$ cat src/rtl/rr_arbiter_5_32_pkg.sv
// Shared constants and state encoding for the 32-way round-robin arbiter.
package rr_arbiter_5_32_pkg;

    localparam int NUM_REQ = 32;
    localparam int IDX_W   = 5;

    typedef enum logic {
        IDLE  = 1'b0,
        GRANT = 1'b1
    } state_t;

endpackage

$ cat src/rtl/rr_arbiter_5_32_if.sv
// Request/grant bundle between requesting agents and the arbiter.
interface rr_arbiter_5_32_if;
    import rr_arbiter_5_32_pkg::*;

    logic [NUM_REQ-1:0] req;
    logic [NUM_REQ-1:0] grant;
    logic [IDX_W-1:0]   grant_idx;
    logic               grant_valid;
    logic               forced_rel;

    modport master (
        output req,
        input  grant,
        input  grant_idx,
        input  grant_valid,
        input  forced_rel
    );

    modport slave (
        input  req,
        output grant,
        output grant_idx,
        output grant_valid,
        output forced_rel
    );

endinterface

$ cat src/rtl/rr_arbiter_5_32_decoder.sv
// 5-to-32 binary-to-one-hot decoder.
module decoder5_32
    import rr_arbiter_5_32_pkg::*;
(
    input  logic [IDX_W-1:0]   idx,
    output logic [NUM_REQ-1:0] onehot
);

    always_comb begin
        onehot = '0;
        onehot[idx] = 1'b1;
    end

endmodule

$ cat src/rtl/rr_arbiter_5_32.sv
// Round-robin arbiter: 32 requesters, registered index and one-hot grant,
// grant held until release or MAX_HOLD expiry, one bubble after every release.
module rr_arbiter_5_32
    import rr_arbiter_5_32_pkg::*;
#(
    parameter int MAX_HOLD = 16
) (
    input  logic               clk,
    input  logic               rst,
    rr_arbiter_5_32_if.slave   bus
);

    localparam int HC_W = (MAX_HOLD > 1) ? $clog2(MAX_HOLD) + 1 : 1;

    state_t             state_q, state_d;
    logic [IDX_W-1:0]   idx_q, idx_d;
    logic [IDX_W-1:0]   last_q, last_d;
    logic [NUM_REQ-1:0] grant_q, grant_d;
    logic               valid_q, valid_d;
    logic               frel_q, frel_d;
    logic [HC_W-1:0]    hold_q, hold_d;

    logic [IDX_W-1:0]   win_idx;
    logic               win_found;
    logic [NUM_REQ-1:0] win_onehot;
    logic               hold_exp;

    // Rotating priority: the requester just after the last winner is highest.
    always_comb begin
        win_idx   = '0;
        win_found = 1'b0;
        for (int i = 1; i <= NUM_REQ; i++) begin
            if (!win_found && bus.req[last_q + IDX_W'(i)]) begin
                win_idx   = last_q + IDX_W'(i);
                win_found = 1'b1;
            end
        end
    end

    decoder5_32 u_dec (
        .idx    (win_idx),
        .onehot (win_onehot)
    );

    assign hold_exp = (MAX_HOLD != 0) &&
                      (hold_q == HC_W'(MAX_HOLD - 1));

    always_comb begin
        state_d = state_q;
        idx_d   = idx_q;
        last_d  = last_q;
        grant_d = grant_q;
        valid_d = valid_q;
        frel_d  = 1'b0;
        hold_d  = hold_q;
        unique case (state_q)
            IDLE: begin
                if (win_found) begin
                    state_d = GRANT;
                    idx_d   = win_idx;
                    last_d  = win_idx;
                    grant_d = win_onehot;
                    valid_d = 1'b1;
                    hold_d  = '0;
                end else begin
                    idx_d   = '0;
                    grant_d = '0;
                    valid_d = 1'b0;
                end
            end
            GRANT: begin
                if (!bus.req[idx_q] || hold_exp) begin
                    state_d = IDLE;
                    idx_d   = '0;
                    grant_d = '0;
                    valid_d = 1'b0;
                    frel_d  = bus.req[idx_q];
                end else begin
                    hold_d = hold_q + 1'b1;
                end
            end
            default: begin
                state_d = IDLE;
                idx_d   = '0;
                grant_d = '0;
                valid_d = 1'b0;
            end
        endcase
    end

    always_ff @(posedge clk) begin
        if (rst) begin
            state_q <= IDLE;
            idx_q   <= '0;
            last_q  <= '1;
            grant_q <= '0;
            valid_q <= 1'b0;
            frel_q  <= 1'b0;
            hold_q  <= '0;
        end else begin
            state_q <= state_d;
            idx_q   <= idx_d;
            last_q  <= last_d;
            grant_q <= grant_d;
            valid_q <= valid_d;
            frel_q  <= frel_d;
            hold_q  <= hold_d;
        end
    end

    assign bus.grant       = grant_q;
    assign bus.grant_idx   = idx_q;
    assign bus.grant_valid = valid_q;
    assign bus.forced_rel  = frel_q;

endmodule

$ cat src/flat_wrapper.sv
// flat-port wrapper written by rule: the top's interface ports become plain ports
module rr_arbiter_5_32_flat import rr_arbiter_5_32_pkg::*;
#(
    parameter int MAX_HOLD = 16
)
  (clk, rst, bus_req, bus_grant, bus_grant_idx, bus_grant_valid, bus_forced_rel);
  rr_arbiter_5_32_if bus_i ();
  input  logic clk;
  input  logic rst;
  input wire logic [$bits(bus_i.req)-1:0] bus_req;
  output wire logic [$bits(bus_i.grant)-1:0] bus_grant;
  output wire logic [$bits(bus_i.grant_idx)-1:0] bus_grant_idx;
  output wire logic [$bits(bus_i.grant_valid)-1:0] bus_grant_valid;
  output wire logic [$bits(bus_i.forced_rel)-1:0] bus_forced_rel;
  assign bus_i.req = bus_req;
  assign bus_grant = bus_i.grant;
  assign bus_grant_idx = bus_i.grant_idx;
  assign bus_grant_valid = bus_i.grant_valid;
  assign bus_forced_rel = bus_i.forced_rel;
  rr_arbiter_5_32 #(.MAX_HOLD(MAX_HOLD)) u_core (.clk(clk), .rst(rst), .bus(bus_i));
endmodule
$ cat config.mk
export PLATFORM = sky130hd
export DESIGN_NAME = rr_arbiter_5_32_flat
export DESIGN_NICKNAME = d
export VERILOG_FILES = /design/src/rtl/rr_arbiter_5_32_pkg.sv /design/src/rtl/rr_arbiter_5_32_if.sv /design/src/rtl/rr_arbiter_5_32_decoder.sv /design/src/rtl/rr_arbiter_5_32.sv /design/src/flat_wrapper.sv
export SDC_FILE = /design/constraint.sdc
export NUM_CORES = 1
export LEC_CHECK = 0
export ABC_AREA = 0
export BUFFER_PORTS_ARGS = -buffer_cell sky130_fd_sc_hd__buf_4
export CORE_ASPECT_RATIO = 1.2
export CORE_MARGIN = 8
export CORE_UTILIZATION = 29
export CTS_BUF_LIST = sky130_fd_sc_hd__clkbuf_16
export DETAILED_ROUTE_END_ITERATION = 16
export GPL_TIMING_DRIVEN = 1
export HOLD_SLACK_MARGIN = 0.06
export PLACE_DENSITY = 0.53
export SYNTH_ARGS = -nofsm -noshare
export SYNTH_HDL_FRONTEND = slang
export SYNTH_SLANG_ARGS = --single-unit
$ cat constraint.sdc
create_clock -name clk -period 8.7 [get_ports clk]
set_input_delay 0.87 -clock clk [delete_from_list [all_inputs] [get_ports clk]]
set_output_delay 0.87 -clock clk [all_outputs]
set_load 0.005 [all_outputs]
## Word-level counts from Yosys, hierarchy flattened

Cells that the tools add are included.

- Reductions and logical operators: 68
- Eq/ne operators: 4
- Magnitude comparators: 35
- Add/sub/neg operators: 32
- Mux-type cells: 146
- Bitwise logic cells: 2

Operator list:

| operator | count |
|---|---|
| less-than comparator 5 x 6 -> 1 bit (second input constant) | 34 |
| 2-to-1 mux 5 bit | 36 |
| binary-select mux 1 bit (select 5 bit) | 33 |
| adder 5 bit (second input constant) | 16 |
| 2-to-1 mux 1 bit | 69 |
| 2-to-1 mux 32 bit | 2 |
| case mux 32 bit (2 select lines) | 1 |
| adder 5 x 4 -> 5 bit (second input constant) | 8 |
| logical AND 1 bit | 32 |
| zero test 1 bit | 32 |
| adder 5 x 3 -> 5 bit (second input constant) | 4 |
| case mux 5 bit (2 select lines) | 2 |
| adder 5 x 1 -> 5 bit (second input constant) | 2 |
| adder 5 x 2 -> 5 bit (second input constant) | 2 |
| demux 1 bit (select 5 bit) | 1 |
| equality test 5 x 4 -> 1 bit (second input constant) | 1 |
| greater-or-equal comparator 5 x 1 -> 1 bit (second input constant) | 1 |
| != test 2 bit (second input constant) | 2 |
| case mux 1 bit (2 select lines) | 2 |
| AND reduction 2 bit | 2 |
| OR reduction 3 bit | 1 |
| != test 2 x 1 -> 1 bit (second input constant) | 1 |
| NOT 1 bit | 2 |
| logical OR 1 bit | 1 |

- Logic and storage cells: 294
- Output and inout port bits: 39
- Bits of input ports: 34
- Bits in registers: 50

## Logic depth before layout (Yosys ltp)

- Depth after elaboration: 103
- Gate-level depth with buffers: 25
- Depth with buffers taken out: 16

## Cells and area by module

A second synthesis with hierarchy kept.

- Cells, all modules: 973
- Area, all modules: 8445.6 µm²

Modules (own cells, without submodules):

| module | cells each | area each (µm²) | instances | sequential area each (µm²) |
|---|---|---|---|---|
| rr_arbiter_5_32 | 926 | 8231.6 | 1 | 1001.0 |
| decoder5_32 | 47 | 214.0 | 1 | 0.0 |

## Worst setup path before layout

No wires, ideal clock.

- Kind: flip-flop to flip-flop
- Start: register u_core.last_q[1]
- End: register u_core.grant_q[4], in the netlist u_core.bus.grant[4]
- Data required time: 8583 ps
- Path slack: 2641 ps
- Period minus slack after synthesis: 6059 ps
- Arrival time: 5942 ps
- Buffers on the path: 9
- Stages on the path, launching flop included: 24
- Library setup time: 117 ps
- Cell sequence: dfxtp_1 -> buf_4 -> buf_6 -> buf_4 -> buf_2 -> inv_1 -> clkbuf_1 -> ha_1 -> clkbuf_1 -> clkbuf_1 -> mux4_2 -> mux4_2 -> mux2_2 -> nor3_4 -> and3_1 -> nand4_1 -> buf_2 -> or4_4 -> o211ai_1 -> a21oi_1 -> a2111o_1 -> and2_1 -> clkbuf_1 -> a22o_1

- Cells in the longest elaborated chain, start to end: 103
- Elaborated cells on any way between the ends: 228
- Those cells by class: add/sub (31); order compare (2); mux (132); reduce/logical (63)

RTL lines:

| item | line | source |
|---|---|---|
| from (decl) | rr_arbiter_5_32.sv:17 | `logic [IDX_W-1:0] last_q, last_d;` |
| from (signal assigned) | rr_arbiter_5_32.sv:103 | `last_q <= last_d;` |
| adder 5 x 1 -> 5 bit | rr_arbiter_5_32.sv:33, rr_arbiter_5_32.sv:34 |  |
| binary-select mux 1 bit (select 5 bit) | rr_arbiter_5_32.sv:33 | `if (!win_found && bus.req[last_q + IDX_W'(i)]) begin` |
| 2-to-1 mux 1 bit (not written as such) | rr_arbiter_5_32.sv:33 |  |
| 2-to-1 mux 1 bit | rr_arbiter_5_32.sv:33 |  |
| zero test 1 bit | rr_arbiter_5_32.sv:33 |  |
| logical AND 1 bit | rr_arbiter_5_32.sv:33 |  |
| 2-to-1 mux 1 bit | rr_arbiter_5_32.sv:33 |  |
| zero test 1 bit | rr_arbiter_5_32.sv:33 |  |
| [... 87 more ...] | - |  |
| logical AND 1 bit | rr_arbiter_5_32.sv:33 |  |
| 2-to-1 mux 5 bit | rr_arbiter_5_32.sv:33 |  |
| less-than comparator 5 x 6 -> 1 bit (not written as such) or greater-or-equal comparator 5 x 1 -> 1 bit (tied branches) | rr_arbiter_5_32_decoder.sv:11 | `onehot[idx] = 1'b1;` |
| logical AND 1 bit (not written as such) | rr_arbiter_5_32_decoder.sv:11 |  |
| 2-to-1 mux 1 bit (not written as such) | rr_arbiter_5_32_decoder.sv:11 |  |
| demux 1 bit (select 5 bit) | rr_arbiter_5_32_decoder.sv:11 |  |
| 2-to-1 mux 32 bit * | rr_arbiter_5_32.sv:58 | `if (win_found) begin` |
| case mux 32 bit (2 select lines) * | rr_arbiter_5_32.sv:56 | `unique case (state_q)` |
| to (signal assigned) | rr_arbiter_5_32.sv:104 | `grant_q <= grant_d;` |
| to (decl) | rr_arbiter_5_32.sv:18 | `logic [NUM_REQ-1:0] grant_q, grant_d;` |

Mark *: on every way between the ends. The rest lies on a longest branch, timed or not. The select of a mux whose other input is x is not followed.
A chain may end at the register's enable or synchronous reset.

## Final worst setup path

- Start: register u_core.last_q[2]
- End: register u_core.grant_q[8], in the netlist u_core.bus.grant[8]

Same word-level chain as after synthesis.

==> results_dict.tcl <==
set metrics [dict create \
    clk_latency_ns 0.29 \
    cap_violations 0 \
    synth_fp_nets 975 \
    cts_hold_buffers 0 \
    drt-initial-drc-count 975 \
    syn_inst 926 \
    holdPathEnd "u_core.bus.grant[11]$_SDFFE_PP0P_" \
    grt_antenna_before_repair 0 \
    setup.worst_path.start_class "flip-flop" \
    initial_utilization_pct 29.2 \
    synth_area_leaders "mux4_2 (30%), dfxtp_1 (12%), mux2i_1 (5.7%), nand2_1 (5.1%), mux2_2 (3.9%)" \
    rsz0062_at_grt "no" \
    viasPerCell 6.38 \
    setup_tns_ns 0 \
    cts_made_buffers 5 \
    portBuffers 72 \
    seq_area_um2 1010 \
    via_count 8607 \
    synth-main-ff-cell "dfxtp_1" \
    cp_data_required_time_ns 8.94 \
    cts.clk_slew.worst_paths_ns 0.07 \
    tightest_slew_ns 1.28 \
    dieWidth_um 171 \
    slew_headroom_pct 13.8 \
    rr_endpoint "u_core.bus.grant[8]$_SDFFE_PP0P_" \
    synth-seq-cells 50 \
    nNetsFinal 1013 \
    cts_setup_buffers 0 \
    area_growth_pct 12.7 \
    num-fill-cells 2996 \
    cp_data_arrival_time_ns 7.28 \
    die-area_um2 34400 \
    maxSlewViolCount 0 \
    path_class "reg -> reg" \
    multi_input_area_um2 6940 \
    cts_sinks 50 \
    synth_top_area_share_pct 30.0 \
    status "finished clean" \
    fin_skew_ns 0.00551 \
    end_kind "flip-flop" \
    synth_edf_count 0 \
    wl_per_cell_um 25.4 \
    yosysWarnings 0 \
    dp_hpwl_um 26200 \
    grt_pass1_wl_um 52000 \
    overflow 0 \
    htreeDepth 2 \
    fp.dieH_um 202 \
    diodes 0 \
    final_layout_size_suffix_gt1_share_pct 28.2 \
    syn_area_um2 8320 \
    grtUsageTotal_pct 19.4 \
    ys_types 82 \
    hold_violations 0 \
    grt_max_degree 51 \
    crit-reg2reg-launch "u_core.last_q[2]$_SDFFE_PP1P_" \
    ant_nets 0 \
    yosysSeqAreaShare_pct 12.0 \
    finalCritPeriodShare_pct 81.0 \
    synth_area_leader_cell "mux4_2" \
    ff2ff_path_depth 15 \
    period_needed_ns 7.05 \
    synthArstFlopShare_pct 0 \
    rows 68 \
    clock_path_buffers 2 \
    avgSynthCellArea_um2 8.99 \
    holdPathStages 2 \
    hold_start "u_core.bus.grant[11]$_SDFFE_PP0P_" \
    core_um2 28500 \
    max_clock_freq_mhz 142 \
    cts_resized 0 \
    hold_path.class "reg -> reg" \
    drt_wl_total_um 34300 \
    ios 73 \
    drt-pass1-iter-count 6 \
    drc 0 \
    cts-root-buf "clkbuf_16" \
    setup_viol 0 \
    grt_pass1_vias 8299 \
    reg2reg_slack_ns 1.65 \
    crit_fanout 21 \
    place_congestion 1.01 \
    cts_tree "done" \
]
## worst max path at each step
stage	startpoint	end	slack [ns]
after floorplan	u_core.last_q[1]$_SDFFE_PP1P_	u_core.bus.grant[4]$_SDFFE_PP0P_	2.64
after global placement	u_core.last_q[2]$_SDFFE_PP1P_	u_core.bus.grant[12]$_SDFFE_PP0P_	1.87
after detailed placement	u_core.last_q[2]$_SDFFE_PP1P_	u_core.bus.grant[28]$_SDFFE_PP0P_	1.90
after CTS	u_core.last_q[0]$_SDFFE_PP1P_	u_core.bus.grant[8]$_SDFFE_PP0P_	1.86
after global routing	u_core.last_q[0]$_SDFFE_PP1P_	u_core.bus.grant[24]$_SDFFE_PP0P_	1.35
final	u_core.last_q[2]$_SDFFE_PP1P_	u_core.bus.grant[8]$_SDFFE_PP0P_	1.65
## registers in the layout (all words and copies together), names as in the netlist
signal	cells
u_core.hold_q	5
u_core.bus.grant_idx	5
u_core.state_q	1
u_core.last_q	5
u_core.bus.forced_rel	1
u_core.bus.grant_valid	1
u_core.bus.grant	32
## layout make-up
class	instances	area share, %
tap	385	5.14
sequential	50	10.7
clock buffer	5	1.33
inverter	28	1.12
timing repair buffer	93	7.45
multi-input combinational	786	74.0
clock inverter	3	0.200
## per-layer routing
layer  vias to the layer above  part of all wire [%]  GRT usage, %
li1                       3718                     -             -
met1                      4229                    38          24.2
met2                       541                    48          31.8
met3                       119                   7.7          2.31
met4                         0                   6.4          11.3
met5                         -                     0             0
## cells by family (layout without fill, tap and decap cells)
| logic type | Yosys count | count (layout) | synth area share [%] |
|---|---|---|---|
| mux | 189 | 189 | 39.9 |
| buf+inv | 90 | 129 | 4.63 |
| compound gates | 238 | 238 | 19.5 |
| flops | 50 | 50 | 12.0 |
| xor+xnor | 31 | 31 | 3.35 |
| fa+ha+maj | 15 | 15 | 2.26 |
| simple gates | 313 | 313 | 18.3 |
## cell usage after synthesis (10+ instances only)
library cell / number
nand2_1: 112
mux4_2: 111
nor2_1: 69
a21oi_1: 53
dfxtp_1: 50
mux2i_1: 47
clkbuf_1: 37
o21ai_0: 36
a22o_1: 29
mux2_2: 29
inv_1: 24
nand3_1: 22
nor3_1: 21
xnor2_1: 17
ha_1: 15
buf_2: 14
o22ai_1: 14
a211oi_1: 13
xor2_1: 13
and2_1: 12
nor2b_1: 12
o211ai_1: 12
nand2b_1: 11
and3_1: 10
nand4_1: 10
o21ai_1: 10
## metrics by stage
step / setup slack [ns] / hold slack [ns] / std cells / util, % / area, µm²
global route: 1.35 / 0.471 / 1350 / 32.9 / 9380
CTS: 1.86 / 0.457 / 1350 / 32.9 / 9380
finish: 1.65 / 0.451 / 1350 / 32.9 / 9380
floorplan: 2.64 / 0.442 / 926 / - / 8320
global placement: 1.87 / 0.447 / 1342 / 32.4 / 9230
detailed placement: 1.90 / 0.447 / 1342 / 32.4 / 9230
## placed cells by master, fill, tap and decap left out, types with 8 or more instances in the layout
| cell type | instances |
|---|---|
| a22o_1 | 29 |
| and2_1 | 12 |
| and3_1 | 10 |
| inv_1 | 24 |
| a21oi_1 | 53 |
| o211ai_1 | 12 |
| nand2_1 | 112 |
| buf_4 | 93 |
| o21ai_1 | 10 |
| dfxtp_1 | 47 |
| nand2b_1 | 11 |
| nand3_1 | 22 |
| mux2_2 | 29 |
| nor3_1 | 20 |
| a31oi_1 | 8 |
| ha_1 | 15 |
| a211oi_1 | 13 |
| nor2b_1 | 12 |
| o22ai_1 | 14 |
| nor2_1 | 69 |
| o21ai_0 | 36 |
| mux2i_1 | 47 |
| xor2_1 | 13 |
| xnor2_1 | 17 |
| nand4_1 | 10 |
| mux4_2 | 111 |
## worst max-delay path, stage by stage, from the launching register on
cell and delay, ns:
dfxtp_2 0.79, buf_4 0.40, ha_1 0.46, a21oi_1 0.10, xnor2_1 0.87, mux4_2 0.42, mux2i_1 0.50, nand3_1 0.24
nor3_1 0.33, nand4_1 0.47, or3_1 0.62, a2111oi_2 0.47, o221ai_1 0.22, a21oi_2 0.40, nor3b_2 0.47, a22o_1 0.19
Power is left out: the tool's default activity adds up to more than one toggle a clock period on the data nets, which glitch-free logic cannot reach.
